[config.mk]
export PLATFORM = sky130hd
export DESIGN_NAME = layer0_conv_sequencer_flat
export DESIGN_NICKNAME = d
export VERILOG_FILES = /design/src/rtl/layer0_conv_sequencer_if.sv /design/src/rtl/layer0_conv_sequencer.sv /design/src/flat_wrapper.sv
export SDC_FILE = /design/constraint.sdc
export NUM_CORES = 2
export LEC_CHECK = 0
export CAP_MARGIN = 30
export CORE_ASPECT_RATIO = 2
export CORE_UTILIZATION = 48
export CTS_CLUSTER_DIAMETER = 100
export DETAILED_ROUTE_END_ITERATION = 16
export RECOVER_POWER = 25
export SKIP_CTS_REPAIR_TIMING = 1
export SLEW_MARGIN = 20
export SYNTH_ARGS = -nofsm -noshare
export SYNTH_HDL_FRONTEND = slang
export SYNTH_SLANG_ARGS = --single-unit
[constraint.sdc]
create_clock -name clock -period 14 [get_ports clock]
set_input_delay 2.8 -clock clock [delete_from_list [all_inputs] [get_ports clock]]
set_output_delay 2.8 -clock clock [all_outputs]
set_load 0.05 [all_outputs]
[src/rtl/layer0_conv_sequencer_if.sv]
// Engine-side bus between the stem-conv sequencer and depthwise_conv3x3_engine.
// The sequencer owns window/kernel/start/clear; the engine returns result/valid.
interface layer0_conv_sequencer_if;
  logic [8:0][7:0]    conv_window;
  logic [8:0][7:0]    conv_kernel;
  logic               conv_start;
  logic               conv_clear;
  logic signed [31:0] conv_result;
  logic               conv_valid;

  modport master (
    output conv_window, conv_kernel, conv_start, conv_clear,
    input  conv_result, conv_valid
  );

  modport slave (
    input  conv_window, conv_kernel, conv_start, conv_clear,
    output conv_result, conv_valid
  );
endinterface

[src/rtl/layer0_conv_sequencer.sv]
// First-layer stem convolution sequencer: three clear/start/wait passes (R,G,B)
// per output channel through the 3x3 engine, summed into one pre-activation.
module layer0_conv_sequencer #(
  parameter int NUM_OC  = 2,
  parameter int TIMEOUT = 64,
  parameter int WA_W    = $clog2(NUM_OC*27)
) (
  input  logic                 clock,
  input  logic                 reset,
  input  logic                 pix_wr_en,
  input  logic [1:0]           pix_wr_ch,
  input  logic [4:0]           pix_wr_addr,
  input  logic [7:0]           pix_wr_data,
  input  logic                 wt_wr_en,
  input  logic [WA_W-1:0]      wt_wr_addr,
  input  logic [7:0]           wt_wr_data,
  input  logic                 start,
  input  logic [1:0]           win_row,
  input  logic [1:0]           win_col,
  output logic                 busy,
  output logic                 done,
  output logic                 error,
  layer0_conv_sequencer_if.master conv,
  output logic                 oc_valid,
  output logic [4:0]           oc_index,
  output logic signed [31:0]   oc_sum
);
  localparam int WDEPTH = NUM_OC*27;
  localparam int TW     = $clog2(TIMEOUT+1);

  typedef enum logic [2:0] {
    S_IDLE, S_LOAD, S_CLEAR, S_START, S_WAIT, S_ACC, S_EMIT, S_DONE
  } state_t;

  state_t             state;
  logic [7:0]         pix [75];      // flat ch*25 + row*5 + col
  logic [7:0]         wt  [WDEPTH];
  logic [1:0]         row_q, col_q, ch;
  logic [4:0]         oc;
  logic [TW-1:0]      wcnt;
  logic signed [31:0] acc, res_q, acc_nxt;
  logic [6:0]         pbase;
  logic [WA_W-1:0]    wbase;
  logic [6:0]         paddr [9];
  logic [WA_W-1:0]    waddr [9];

  // Buffers carry no reset so a run can be repeated after an abort without reloading.
  always_ff @(posedge clock) begin
    if (state == S_IDLE) begin
      if (pix_wr_en && pix_wr_ch != 2'd3 && pix_wr_addr <= 5'd24)
        pix[7'(pix_wr_ch)*7'd25 + 7'(pix_wr_addr)] <= pix_wr_data;
      if (wt_wr_en && 32'(wt_wr_addr) < WDEPTH)
        wt[wt_wr_addr] <= wt_wr_data;
    end
  end

  assign pbase   = 7'(ch)*7'd25 + 7'(row_q)*7'd5 + 7'(col_q);
  assign wbase   = WA_W'(32'(oc)*27 + 32'(ch)*9);
  assign acc_nxt = acc + res_q;

  for (genvar k = 0; k < 9; k++) begin : g_tap
    localparam int POFF = (k/3)*5 + k%3;
    assign paddr[k] = pbase + 7'(POFF);
    assign waddr[k] = wbase + WA_W'(k);
  end

  always_ff @(posedge clock or posedge reset) begin
    if (reset) begin
      state            <= S_IDLE;
      busy             <= 1'b0;
      done             <= 1'b0;
      error            <= 1'b0;
      oc_valid         <= 1'b0;
      oc_index         <= '0;
      oc_sum           <= '0;
      conv.conv_window <= '0;
      conv.conv_kernel <= '0;
      conv.conv_start  <= 1'b0;
      conv.conv_clear  <= 1'b0;
      row_q            <= '0;
      col_q            <= '0;
      ch               <= '0;
      oc               <= '0;
      wcnt             <= '0;
      acc              <= '0;
      res_q            <= '0;
    end else begin
      case (state)
        S_IDLE: if (start) begin
          row_q <= (win_row == 2'd3) ? 2'd2 : win_row;
          col_q <= (win_col == 2'd3) ? 2'd2 : win_col;
          error <= 1'b0;
          oc    <= '0;
          ch    <= '0;
          acc   <= '0;
          busy  <= 1'b1;
          state <= S_LOAD;
        end
        S_LOAD: begin
          for (int k = 0; k < 9; k++) begin
            conv.conv_window[k] <= pix[paddr[k]];
            conv.conv_kernel[k] <= wt[waddr[k]];
          end
          conv.conv_clear <= 1'b1;
          state           <= S_CLEAR;
        end
        S_CLEAR: begin
          conv.conv_clear <= 1'b0;
          conv.conv_start <= 1'b1;
          state           <= S_START;
        end
        S_START: begin
          conv.conv_start <= 1'b0;
          wcnt            <= '0;
          state           <= S_WAIT;
        end
        S_WAIT: begin
          if (conv.conv_valid) begin
            res_q <= conv.conv_result;
            state <= S_ACC;
          end else if (wcnt == TW'(TIMEOUT-1)) begin
            // engine hung: drop this channel and end the run
            error <= 1'b1;
            done  <= 1'b1;
            state <= S_DONE;
          end else begin
            wcnt <= wcnt + 1'b1;
          end
        end
        S_ACC: begin
          acc <= acc_nxt;
          if (ch < 2'd2) begin
            ch    <= ch + 1'b1;
            state <= S_LOAD;
          end else begin
            oc_valid <= 1'b1;
            oc_index <= oc;
            oc_sum   <= acc_nxt;
            state    <= S_EMIT;
          end
        end
        S_EMIT: begin
          oc_valid <= 1'b0;
          acc      <= '0;
          ch       <= '0;
          if (oc == 5'(NUM_OC-1)) begin
            done  <= 1'b1;
            state <= S_DONE;
          end else begin
            oc    <= oc + 1'b1;
            state <= S_LOAD;
          end
        end
        S_DONE: begin
          done  <= 1'b0;
          busy  <= 1'b0;
          state <= S_IDLE;
        end
        default: state <= S_IDLE;
      endcase
    end
  end
endmodule

[src/flat_wrapper.sv]
// flat-port wrapper written by rule: the top's interface ports become plain ports
module layer0_conv_sequencer_flat 
#(
  parameter int NUM_OC  = 2,
  parameter int TIMEOUT = 64,
  parameter int WA_W    = $clog2(NUM_OC*27)
)
  (clock, reset, pix_wr_en, pix_wr_ch, pix_wr_addr, pix_wr_data, wt_wr_en, wt_wr_addr, wt_wr_data, start, win_row, win_col, busy, done, error, oc_valid, oc_index, oc_sum, conv_conv_window, conv_conv_kernel, conv_conv_start, conv_conv_clear, conv_conv_result, conv_conv_valid);
  layer0_conv_sequencer_if conv_i ();
  input  logic clock;
  input  logic reset;
  input  logic pix_wr_en;
  input  logic [1:0] pix_wr_ch;
  input  logic [4:0] pix_wr_addr;
  input  logic [7:0] pix_wr_data;
  input  logic wt_wr_en;
  input  logic [WA_W-1:0] wt_wr_addr;
  input  logic [7:0] wt_wr_data;
  input  logic start;
  input  logic [1:0] win_row;
  input  logic [1:0] win_col;
  output logic busy;
  output logic done;
  output logic error;
  output logic oc_valid;
  output logic [4:0] oc_index;
  output logic signed [31:0] oc_sum;
  output wire logic [$bits(conv_i.conv_window)-1:0] conv_conv_window;
  output wire logic [$bits(conv_i.conv_kernel)-1:0] conv_conv_kernel;
  output wire logic [$bits(conv_i.conv_start)-1:0] conv_conv_start;
  output wire logic [$bits(conv_i.conv_clear)-1:0] conv_conv_clear;
  input wire logic [$bits(conv_i.conv_result)-1:0] conv_conv_result;
  input wire logic [$bits(conv_i.conv_valid)-1:0] conv_conv_valid;
  assign conv_conv_window = conv_i.conv_window;
  assign conv_conv_kernel = conv_i.conv_kernel;
  assign conv_conv_start = conv_i.conv_start;
  assign conv_conv_clear = conv_i.conv_clear;
  assign conv_i.conv_result = conv_conv_result;
  assign conv_i.conv_valid = conv_conv_valid;
  layer0_conv_sequencer #(.NUM_OC(NUM_OC), .TIMEOUT(TIMEOUT), .WA_W(WA_W)) u_core (.clock(clock), .reset(reset), .pix_wr_en(pix_wr_en), .pix_wr_ch(pix_wr_ch), .pix_wr_addr(pix_wr_addr), .pix_wr_data(pix_wr_data), .wt_wr_en(wt_wr_en), .wt_wr_addr(wt_wr_addr), .wt_wr_data(wt_wr_data), .start(start), .win_row(win_row), .win_col(win_col), .busy(busy), .done(done), .error(error), .conv(conv_i), .oc_valid(oc_valid), .oc_index(oc_index), .oc_sum(oc_sum));
endmodule
# == After elaboration in Yosys (flattened, before gate mapping) ==
# Memory sizes are Yosys's and may differ from the RTL's. A register that Yosys moved wholly into a read port is not among the register bits.
# Index checks and enable logic that the tools add are counted.
# totals
register_bits,128
ram_bits,1032
in_bits,71
output_inout_bits,187
wordCells,134
n_memories,2
# memory_table
memory,depth,width,read_ports,rd_clocked_by_memory_dff,write_ports,line,text
u_core.pix,75,8,9,9,1,layer0_conv_sequencer.sv:36,logic [7:0] pix [75];
u_core.wt,54,8,9,9,1,layer0_conv_sequencer.sv:37,logic [7:0] wt [WDEPTH];
# op_classes
add_sub_neg,24
n_mul,5
n_lt_le_gt_ge,3
eq_ne,21
muxes,37
bitwise,1
n_reduce_logical,25
# op_table
op,count
$pmux 32 s3,1
$add 32x32->32,1
$mux 32,1
$add 6x3->6 const B,4
$pmux 3 s8,1
$add 7x3->7 const B,3
$add 7x4->7 const B,3
$mux 3,5
$add 7x1->7 const B,2
$add 7x5->7,2
$mul 2x5->7 const B,2
$mux 7,2
$pmux 7 s2,1
$reduce_and 2->1,7
$reduce_bool 2->1,7
$add 6x2->6 const B,2
$eq 3x3->1 const B,4
$mux 1,12
$ne 2x2->1 const B,6
$mux 5,2
$pmux 1 s2,5
$pmux 5 s2,1
$reduce_and 3->1,3
$mux 2,4
27 further kinds,35

# == Logic depth before layout (Yosys ltp) ==
# logic_depth
ltp_word,6
mapped_depth,20
ltp_nobuf,15

# == Worst setup path after synthesis ==
# OpenSTA, ideal clock, no wires.
# synth_path
path_type,register to register
start,reg u_core.oc[0]
end,reg u_core.conv.conv_kernel[41] (read register of u_core.wt)
setup_time_ps,128
arrival_time_ps,5365
t_required_ps,13872
setup_slack_ps,8507
path_stages_with_launch,20
synth_period_minus_slack_ps,5493
path_cell_list,dfrtp_1 > ha_1 > ha_1 > ha_1 > clkbuf_1 > clkbuf_1 > buf_1 > buf_2 > buf_2 > inv_1 > ha_1 > clkbuf_1 > buf_1 > clkbuf_1 > mux4_2 > mux4_2 > a21oi_1 > nor3_1 > a21oi_1 > o21ai_0
# synth_between
elab_chain_len,3
# synth_lines
item,line,text
start: declaration,layer0_conv_sequencer.sv:39,logic [4:0] oc;
start signal: assignment,layer0_conv_sequencer.sv:150,oc <= oc + 1'b1;
$mul 5x5->6,layer0_conv_sequencer.sv:58,assign wbase = WA_W'(32'(oc)*27 + 32'(ch)*9);
$add 6x6->6,layer0_conv_sequencer.sv:58,
$add 6x3->6,layer0_conv_sequencer.sv:64,assign waddr[k] = wbase + WA_W'(k);
end: declaration,layer0_conv_sequencer_if.sv:12,"output conv_window, conv_kernel, conv_start, conv_clear,"
# Every way passes these cells.
# A chain may end at the register's enable or synchronous reset.

# == Worst setup path in the final report ==
# layout_path
start,reg u_core.ch[0]
end,reg u_core.conv.conv_window[36] (read register of u_core.pix)
# layout_between
elab_chain_len,4
# layout_lines
item,line,text
start: declaration,layer0_conv_sequencer.sv:38,"logic [1:0] row_q, col_q, ch;"
start signal: assignment,layer0_conv_sequencer.sv:133,ch <= ch + 1'b1;
$mul 2x5->7,layer0_conv_sequencer.sv:57,assign pbase = 7'(ch)*7'd25 + 7'(row_q)*7'd5 + 7'(col_q);
$add 7x5->7,layer0_conv_sequencer.sv:57,
$add 7x2->7,layer0_conv_sequencer.sv:57,
$add 7x3->7,layer0_conv_sequencer.sv:63,assign paddr[k] = pbase + 7'(POFF);
end: declaration,layer0_conv_sequencer_if.sv:12,
# Every way passes these cells.

==> qor_table.md <==
| Step | Item | This run |
|:---|:---|:---|
| outcome | Result of the run | complete, but fails checks |
| outcome | Violated checks | capacitance limit, slew limit |
| synth | Adder and majority gate portion of the synthesized area | 0.0131 |
| finish | Final standard cell count with taps included and fillers excluded | 8763 |
| route | Average routed wire per standard cell | 49.0 um |
| synth | Area share of the largest cell type after synthesis | 0.353 |
| min path | Capture endpoint of the worst hold path | u_core.conv.conv_window[3]$_DFFE_PP0P_ |
| placement | Placed wire-length estimate after detailed placement | 325 mm |
| placement | Final RePlAce weighted congestion | 1.11 |
| clocking | Source-to-sink clock delay at the later pin of the worst-skew pair | 860 ps |
| placement | Number of cells after detailed placement | 8451 |
| min path | Source of the worst hold timing path | u_core.conv.conv_window[3]$_DFFE_PP0P_ |
| die | Chip Height | 607 um |
| synth | Biggest area contributors in the synthesized netlist | edfxtp_1 35%, mux4_2 31%, dfrtp_1 7.8% |
| synth | Mean post-synth cell area | 14.4 um2 |
| critical path | Largest fanout of any net on the critical path | 123 |
| die | Io pins | 258 |
| placement | Pre-CTS WS | 6850 ps |
| timing | Final hold vios | 0 |
| critical path | Kind of end point of the critical path | flip-flop |
| synth | Multiplexer fraction of the synthesized cell area | 0.388 |
| critical path | CP Cell Sequence | fa_1, a21o_1, fa_4, buf_4, buf_12, buf_4, mux4_2, mux4_2, mux2i_1, mux2i_1, mux2i_1, o21ai_1 |
| critical path | Critical R2R Capture | u_core.conv.conv_window[36]$_DFFE_PP0P_ |
| synth | Area share of and/or/nand/nor cells after synthesis | 0.0539 |
| timing | Total count of max-transition violations in the final report | 953 |
| clocking | Number of H-tree levels | 4 |
| critical path | Start-to-end type of the worst setup path | reg2reg |
| timing | Count of final setup violators | 0 |
| critical path | Startpoint class of the critical path | flip-flop |
| global routing | Maximum number of pins on one net before global-route repair | 152 |
| clocking | Maximum buffer depth of the clock tree | 4 |
| route | Drt initial violations | 8549 |
| global routing | Vias in the first global route | 64900 |
| min path | Number of cells traversed by the worst hold path | 2 |
| die | Floorplan die area | 185000 um2 |
| die | Initial Utilization | 0.484 |
| synth | Async set-or-reset flop fraction in the synthesized netlist | 0.209 |
| global routing | Gr ovfl total | 0 |
| die | Standard cell core area | 181000 um2 |
| synth | Net count of the mapped netlist | 6249 |
| synth | Number of distinct library cell variants in the gate-level netlist after synthesis | 76 |
| global routing | Antenna violations before repair | 43 |
| critical path | Master of the slowest instance on the critical path | fa_4 |
| synth | Post-synthesis sequential area ratio | 0.430 |
| timing | Tmin final | 7050 ps |
| timing | Peak clock frequency supported by timing | 142 MHz |
| critical path | R2R depth | 12 |
| finish | Number of nets in the finished design | 6432 |
| finish | Core occupancy in the finished layout | 0.545 |
| critical path | CP dominant cell by count | mux2i_1 |
| clocking | Number of clock sinks seen by CTS | 1304 |
| clocking | CTS clock-pin slew for the worst setup and hold paths | 60 ps |
| clocking | Clock tree root buffer cell | clkbuf_16 |
| synth | Number of cells produced by synthesis | 6091 |
| synth | Cell taking the most area after synthesis | edfxtp_1 |
| synth | Netlist area before placement | 87800 um2 |
| synth | Flops & latches, synth | 1304 |
| synth | Count of synthesis-stage warnings from yosys | 0 |
| synth | Fraction of the mapped netlist area in compound gates | 0.0726 |
| timing | Layout Skew | 70.9 ps |
| global routing | Total track usage | 0.464 |
| synth | Synthesized-area fraction occupied by xor and xnor cells | 0.0141 |
| run | Number of maximum-capacitance violations | 18 |
| route | Count of antenna-violating nets left after detailed routing | 0 |
| timing | Setup total negative slack | 0 ps |
| finish | Fraction of layout cells with a size suffix above 1 | 0.321 |
| timing | Final Cycle Share | 0.503 |
| synth | Main combinational cell family by area after synthesis | multiplexers |
| route | Post-route DRC | 0 |
| die | Placement row count | 221 |
| critical path | CP peak stage delay | 880 ps |
| clocking | CTS tree | yes |
| route | Post-Route WL | 429 mm |
| route | Via count | 67000 |
| finish | Signed area change from the synthesized netlist to the final layout | 12.6% |
| critical path | Startpoint of the most critical register-to-register path | u_core.ch[0]$_DFFE_PP0P_ |
| timing | Transition time at the pin with the least slew margin | 4570 ps |
| clocking | TritonCTS Buffers | 140 |
| synth | Synth Flop Type | edfxtp_1 |
| die | Chip width | 304 um |
| timing | Slew HR | -2.05 |
| timing | Worst Setup Slack, final | 6950 ps |
| finish | Count of filler cells inserted in the layout | 14800 |
| critical path | Crit path DAT | 7720 ps |
| global routing | Global-route wire length before repair | 573 mm |
| timing | RSZ-0062 raised after global routing | no |
| critical path | Critical path data required time | 14680 ps |
| route | Number of search-and-repair iterations in the first detailed-routing pass | 8 |
| critical path | Register-to-Register Setup Slack | 6950 ps |
| synth | Post-synth EDFFs | 1032 |
| placement | Port Buf Inserts | 257 |
| route | Via-per-instance ratio | 7.64 |
| min path | Worst hold-check path type | reg2reg |
[metal layers]
metal	global-route usage	wire length, um
met1	0.412	116000
met2	0.778	210000
met3	0.110	33700
met4	0.601	69400
met5	0.00105	165
[worst max-delay path: cells and delay by family, from the launching register on]
family	cells	cell delay, ps
DFF	1	610
muxes	5	2510
buffers and inverters	3	1790
AOI/OAI and AO/OA	2	310
adders and majority gates	2	1410
[sequential cells by signal (all words and copies together), names as in the netlist]
signal	cells
u_core.ch	2
u_core.wt	432
u_core.state	3
u_core.conv.conv_window	72
u_core.busy	1
u_core.conv.conv_clear	1
u_core.oc	5
u_core.acc	32
u_core.conv.conv_kernel	72
u_core.wcnt	7
u_core.oc_index	5
u_core.pix	600
u_core.error	1
u_core.done	1
u_core.col_q	2
u_core.conv.conv_start	1
u_core.oc_valid	1
u_core.row_q	2
u_core.res_q	32
u_core.oc_sum	32
[worst max path at each step]
| stage | startpoint | endpoint | slack [ps] | depth (start not counted) |
|---|---|---|---|---|
| after CTS | u_core.ch[0]$_DFFE_PP0P_ | u_core.conv.conv_window[56]$_DFFE_PP0P_ | 7170 | 13 |
| after detailed placement | pix_wr_ch[1] | u_core.pix[28][2]$_DFFE_PP_ | 6850 | 9 |
| after global routing | u_core.ch[0]$_DFFE_PP0P_ | u_core.conv.conv_window[36]$_DFFE_PP0P_ | 6990 | 12 |
| final | u_core.ch[0]$_DFFE_PP0P_ | u_core.conv.conv_window[36]$_DFFE_PP0P_ | 6950 | 12 |
| after floorplan | reset | u_core.acc[0]$_DFFE_PP0P_ | 3700 | 1 |
| after global placement | pix_wr_ch[1] | u_core.pix[28][2]$_DFFE_PP_ | 6910 | 9 |
[cell usage in the layout, fill, tap and decap left out, types with 44 or more instances in the layout]
cell	n
mux2_2	166
diode_2	46
mux2i_1	505
a211oi_1	175
clkbuf_1	44
clkbuf_16	144
nand2_1	432
ha_1	71
nor2_1	362
mux4_2	1197
dfrtp_1	272
edfxtp_1	1032
nor2b_1	115
nor2_2	68
o21ai_0	221
clkdlybuf4s50_1	240
buf_4	264
a21oi_1	378
[per-stage QoR]
stage / area [um2] / hold WS, ps
finish: 98900 / 480
global route: 98900 / 507
CTS: 98600 / 485
detailed placement: 94000 / 470
global placement: 93900 / 466
floorplan: 87800 / 445
[final cells by class]
class / instances / area [um2] / area share
multi-input cells: 4224 / 48300 / 0.488
flip-flops and latches: 1304 / 37800 / 0.382
repair buffers: 568 / 5060 / 0.0512
clock buffers: 171 / 3750 / 0.0380
well taps: 2341 / 2930 / 0.0296
clock inverters: 73 / 843 / 0.00852
inverters: 36 / 150 / 0.00152
diodes: 46 / 115 / 0.00116
[synthesized netlist by cell type (all sizes together), types with 9 or more instances]
| cell | count |
|---|---|
| a211oi | 177 |
| a21o | 23 |
| a21oi | 381 |
| a221oi | 12 |
| a22o | 34 |
| a22oi | 24 |
| a311oi | 16 |
| a31oi | 24 |
| and2 | 18 |
| buf | 295 |
| clkbuf | 232 |
| dfrtp | 272 |
| edfxtp | 1032 |
| ha | 79 |
| inv | 34 |
| mux2 | 166 |
| mux2i | 508 |
| mux4 | 1202 |
| nand2 | 435 |
| nand2b | 14 |
| nand3 | 25 |
| nand3b | 9 |
| nand4 | 9 |
| nor2 | 432 |
| nor2b | 115 |
| nor3 | 21 |
| o211ai | 28 |
| o21ai | 260 |
| o31ai | 13 |
| xnor2 | 80 |
| xor2 | 30 |
[kinds of logic after synthesis]
kind of cell | count (synthesis)
adders and majority gates | 87
DFF | 1304
AOI/OAI and AO/OA | 1046
muxes | 1876
xor gates and xnor gates | 110
and+or+nand+nor | 1105
buffers and inverters | 563
Power is not shown: default switching activity piles up to over one toggle a cycle in this logic, so the estimate is an artifact.
